**config.mk**
```make
export PLATFORM = sky130hd
export DESIGN_NAME = sipo_deser
export DESIGN_NICKNAME = d
export VERILOG_FILES = /design/src/rtl/sipo_pkg.sv /design/src/rtl/sipo_out_reg.sv /design/src/rtl/sipo_deser.sv
export SDC_FILE = /design/constraint.sdc
export NUM_CORES = 1
export LEC_CHECK = 0
export BUFFER_PORTS_ARGS = -buffer_cell sky130_fd_sc_hd__buf_2
export CAP_MARGIN = 30
export CORE_ASPECT_RATIO = 1.5
export CORE_MARGIN = 2
export CORE_UTILIZATION = 40
export CTS_CLUSTER_SIZE = 40
export DETAILED_ROUTE_END_ITERATION = 12
export PLACE_DENSITY = 0.66
export SLEW_MARGIN = 20
export SYNTH_ARGS = -nofsm -noshare
export SYNTH_HDL_FRONTEND = slang
export SYNTH_HIERARCHICAL = 1
export SYNTH_SLANG_ARGS = --single-unit
```
**constraint.sdc**
```tcl
create_clock -name clk -period 2.1 [get_ports clk]
set_input_delay 0.21 -clock clk [delete_from_list [all_inputs] [get_ports clk]]
set_output_delay 0.21 -clock clk [all_outputs]
set_load 0.1 [all_outputs]
```
**src/rtl/sipo_pkg.sv**
```systemverilog
// sipo_pkg: shared constants and helpers for the serial-to-parallel deserialiser.
//   cnt_width()      - width of a counter that must hold 0..width inclusive
//   SIPO_MSB_FIRST   - first received bit lands in the word MSB
//   SIPO_LSB_FIRST   - first received bit lands in the word LSB
package sipo_pkg;

   localparam bit SIPO_MSB_FIRST = 1'b1;
   localparam bit SIPO_LSB_FIRST = 1'b0;

   // The counter must represent WIDTH itself (the stalled "word held" state),
   // hence WIDTH+1 distinct values.
   function automatic int cnt_width(input int width);
      return $clog2(width + 1);
   endfunction

endpackage

```
**src/rtl/sipo_out_reg.sv**
```systemverilog
// sipo_out_reg: WIDTH-bit parallel output register with valid/ready handshake.
// Ports:
//   clk, rst   - clock, async active-high reset
//   load       - capture din this cycle (caller guarantees free=1)
//   din        - word to capture
//   out_ready  - consumer takes p_out this cycle
//   p_out      - registered word
//   out_valid  - p_out holds an unconsumed word
//   free       - register can accept a load this cycle
module sipo_out_reg #(
   parameter int WIDTH = 8
) (
   input  logic             clk,
   input  logic             rst,
   input  logic             load,
   input  logic [WIDTH-1:0] din,
   input  logic             out_ready,
   output logic [WIDTH-1:0] p_out,
   output logic             out_valid,
   output logic             free
);

   // A word being consumed this cycle frees the slot, so a load can land on
   // the same edge without a bubble.
   assign free = ~out_valid | out_ready;

   always_ff @(posedge clk or posedge rst) begin
      if (rst) begin
         p_out     <= '0;
         out_valid <= 1'b0;
      end else if (load) begin
         p_out     <= din;
         out_valid <= 1'b1;
      end else if (out_ready) begin
         out_valid <= 1'b0;
      end
   end

endmodule

```
**src/rtl/sipo_deser.sv**
```systemverilog
// sipo_deser: serial-to-parallel deserialiser with backpressure and flush.
// Ports:
//   clk, rst   - clock, async active-high reset
//   serial_in  - serial data bit, qualified by in_valid
//   in_valid   - serial_in holds a bit
//   in_ready   - a bit can be accepted (low only while a full word is held)
//   flush      - discard the partial or held word (output register untouched)
//   p_out      - registered parallel word
//   out_valid  - p_out holds an unconsumed word
//   out_ready  - consumer takes p_out
//   bit_cnt    - bits currently held in the shift register (0..WIDTH)
module sipo_deser
   import sipo_pkg::*;
#(
   parameter  int WIDTH     = 8,
   parameter  bit MSB_FIRST = SIPO_MSB_FIRST,
   localparam int CW        = cnt_width(WIDTH)
) (
   input  logic             clk,
   input  logic             rst,
   input  logic             serial_in,
   input  logic             in_valid,
   output logic             in_ready,
   input  logic             flush,
   output logic [WIDTH-1:0] p_out,
   output logic             out_valid,
   input  logic             out_ready,
   output logic [CW-1:0]    bit_cnt
);

   localparam logic [CW-1:0] CNT_FULL = CW'(WIDTH);
   localparam logic [CW-1:0] CNT_LAST = CW'(WIDTH - 1);

   logic [WIDTH-1:0] sr, sr_d, sr_next, load_data;
   logic [CW-1:0]    cnt, cnt_d;
   logic             acc, load, out_free;

   // Only registered state feeds in_ready, so there is no combinational path
   // from out_ready back to the serial source.
   assign in_ready = (cnt != CNT_FULL);
   assign acc      = in_valid & in_ready & ~flush;
   assign bit_cnt  = cnt;

   always_comb begin
      if (MSB_FIRST) sr_next = {sr[WIDTH-2:0], serial_in};
      else           sr_next = {serial_in, sr[WIDTH-1:1]};
   end

   always_comb begin
      sr_d      = sr;
      cnt_d     = cnt;
      load      = 1'b0;
      load_data = sr_next;
      if (flush) begin
         sr_d  = '0;
         cnt_d = '0;
      end else if (acc && cnt == CNT_LAST) begin
         if (out_free) begin
            // Word completes straight into the output register.
            load  = 1'b1;
            cnt_d = '0;
         end else begin
            // Consumer busy: park the full word in sr and stall input.
            sr_d  = sr_next;
            cnt_d = CNT_FULL;
         end
      end else if (cnt == CNT_FULL && out_free) begin
         load      = 1'b1;
         load_data = sr;
         cnt_d     = '0;
      end else if (acc) begin
         sr_d  = sr_next;
         cnt_d = cnt + 1'b1;
      end
   end

   always_ff @(posedge clk or posedge rst) begin
      if (rst) begin
         sr  <= '0;
         cnt <= '0;
      end else begin
         sr  <= sr_d;
         cnt <= cnt_d;
      end
   end

   sipo_out_reg #(.WIDTH(WIDTH)) u_out (
      .clk       (clk),
      .rst       (rst),
      .load      (load),
      .din       (load_data),
      .out_ready (out_ready),
      .p_out     (p_out),
      .out_valid (out_valid),
      .free      (out_free)
   );

endmodule

```
==> results_dict.tcl <==
set metrics [dict create \
    synth.distinct_cells 27 \
    cts_num_sinks 21 \
    layout_min_cycle_time_ps 1990 \
    rsz0062_at_grt "false" \
    n_antenna_cell 0 \
    hold_class "input pin to register" \
    p_per_area_nw_per_um2 571 \
    antenna_found_initial 0 \
    port_buffers 19 \
    fillers 244 \
    cp-start-kind "register" \
    multiInputGateArea_um2 567 \
    clkTransAtPathRegs_ps 80 \
    die_y_um 68.6 \
    maxSlewViolCount 0 \
    syn_inst 93 \
    hold_path_startpoint "serial_in" \
    clkLatencyLatePin_ps 260 \
    syn_nets 101 \
    cp.arrival_ps 2130 \
    placed_cell_area_um2 1260 \
    ioPinCount 20 \
    final_hold_viol_count 0 \
    ant_nets 0 \
    worst_path_largest_cell_delay_ps 510 \
    firstDrtPassIters 4 \
    placedCellCount 148 \
    setup_tns_ps 0 \
    critPathTopFamily "flip-flops" \
    grt_pass1_vias 690 \
    hold_depth 3 \
    worstPathRequired_ps 2240 \
    avgViaCountPerCell 4.95 \
    num-nets-final 126 \
    clockBufferDepth 2 \
    muxShareOfSynthArea 0.270 \
    postLayoutCellArea_um2 1340 \
    placementRows 23 \
    period_share 0.945 \
    cp_cell_sequence "inv_1 > ha_1 > and2b_2 > nand3_4 > o21ai_2 > clkdlybuf4s15_2 > mux2_4" \
    setup_viol 0 \
    htreeDepth 1 \
    gp_congestion 0.838 \
    wl_per_cell_um 13.4 \
    path_buf_inv 2 \
    core_um2 2680 \
    dieWidth_um 47.1 \
    p_leak_nw 0.682 \
    syn_area_um2 1110 \
    ir_worst_vdd_uv 523 \
    gr-usage-all-layers 0.140 \
    register_area_um2 534 \
    cts_buffers 3 \
    start_util 0.416 \
    synth_xor_area_frac 0 \
    critPathKind "register to register" \
    ys_seq_area_frac 0.472 \
    grt_pass1_wl_um 3130 \
    syn-mean-instance-area_um2 12.0 \
    synth_seq_cells 21 \
    cts_root_buffer "clkbuf_8" \
    timing.rr.end "u_out/p_out[2]" \
    yosys.area_share.adder 0.0225 \
    synth-simple-area-share 0.153 \
    fp.dieArea_um2 3230 \
    cp_max_fo 9 \
    syn_to_final_growth_pct 19.9 \
    r2r_slack_ps 110 \
    max_cap_viol_count 0 \
    drive_gt1_frac 0.427 \
    min_to "sr[0]" \
    cp_slowest_cell "dfrtp_4" \
    worstMarginPinSlew_ps 600 \
    postCtsSetupBuffers 0 \
    ys_warn_count 6 \
    finalClockSkew_ps 6.49 \
    drtIter0Drc 14 \
    place.detailed.hpwl_um 1480 \
    synth_compound_area_frac 0.0528 \
    cts_tree "yes" \
    synth_top_family_by_area "multiplexers" \
    final_cells 154 \
    max_clock_freq_mhz 504 \
    grt_max_degree 15 \
    drt_wl_total_um 2070 \
    end_kind "register" \
    vias 763 \
    r2r_cells 7 \
    grt_overflow 0 \
    relSlewSlack 0.599 \
    status "complete, no violations" \
    drc 0 \
    reg2reg_from "bit_cnt[0]" \
]
## per-stage QoR
step	setup slack (ps)	total power, mW	hold slack [ps]	utilization
6_report	115	0.762	212	0.499
5_1_grt	5.00	0.797	236	0.499
4_1_cts	94.8	0.773	215	0.490
3_5_place_dp	111	0.511	204	0.469
3_3_place_gp	165	0.510	198	0.469
2_1_floorplan	18.2	0.490	37.9	-
## synthesized netlist by cell type
cell type  instances  share of area
dfrtp_1           21           0.47
mux2i_1            9          0.081
nor2_1             9          0.030
mux2_2             8          0.081
mux2_4             8           0.11
nand2_1            6          0.020
inv_1              5          0.017
a21oi_1            3          0.013
nand3_1            3          0.013
ha_1               2          0.022
nand2b_1           2          0.011
or3b_1             2          0.016
a211oi_1           1         0.0067
a31oi_1            1         0.0056
and2b_1            1         0.0067
and4b_1            1         0.0090
buf_6              1          0.010
clkbuf_1           1         0.0034
nand3_2            1         0.0090
nand3b_4           1          0.018
nor2b_1            1         0.0056
nor3b_1            1         0.0067
o211ai_1           1         0.0067
o211ai_2           1          0.011
o21ai_0            1         0.0045
o21ai_1            1         0.0045
or2b_1             1         0.0067
## worst reg2reg max path, stage by stage, from the launching register on
cell and delay [ps]:
dfrtp_4 510, inv_1 90, ha_1 210, and2b_2 210, nand3_4 140, o21ai_2 120
clkdlybuf4s15_2 290, mux2_4 310
## final cells by class
class,instances,share of cell area
sequential,21,0.400
inverter,5,0.0141
multi-input combinational,65,0.425
tap,37,0.0347
timing repair buffer,22,0.0928
clock buffer,4,0.0337
## repair_timing
action	CTS	global route
endpoints found under the setup margin	0	8
resized for setup	0	4
hold buffers	1	0
hold endpoints to repair	21	0
## registers in the layout, indices dropped and copies added (netlist names)
name,flops
sr,8
u_out/p_out,8
u_out/out_valid,1
bit_cnt,4
## cell usage in the layout, fill, tap and decap left out, types with 2 or more instances in the layout
cell	instances
buf_2	19
dfrtp_1	16
mux2i_1	9
nor2_1	9
mux2_2	8
mux2_4	8
nand2_1	6
inv_1	5
dfrtp_2	4
nand3_1	3
a21oi_1	3
clkbuf_8	3
or3b_1	2
ha_1	2
nand2b_1	2
## how the worst max path moves through the flow
stage	from	to	slack, ps	cells past startpoint
2_1_floorplan	bit_cnt[0]	bit_cnt[1]	20	6
3_3_place_gp	bit_cnt[0]	u_out/p_out[3]	160	7
3_5_place_dp	bit_cnt[0]	u_out/p_out[4]	110	7
4_1_cts	bit_cnt[0]	u_out/p_out[4]	90	7
5_1_grt	bit_cnt[0]	u_out/p_out[2]	5	7
6_report	bit_cnt[0]	u_out/p_out[2]	110	7
## cell families after synthesis
logic type | after synthesis
AO/OA/AOI/OAI | 9
adder cells (fa/ha/maj) | 2
buffers and inverters | 7
flip-flops | 21
multiplexers | 25
AND/OR/NAND/NOR | 29
## where the power goes
| group | switching (mW) | internal, mW | leakage, nW |
|---|---|---|---|
| registers | 0.00709 | 0.411 | 0.283 |
| clock network | 0.122 | 0.135 | 0.0228 |
| logic | 0.0614 | 0.0252 | 0.377 |
## layer usage
metal	vias to the layer above	global-route usage	routed length, um
li1	373	-	-
met1	370	0.195	928
met5	-	0	0
met4	0	0.0625	36
met3	4	0.0234	71
met2	16	0.209	1040
Note: power is estimated with default switching activity, not from simulation.
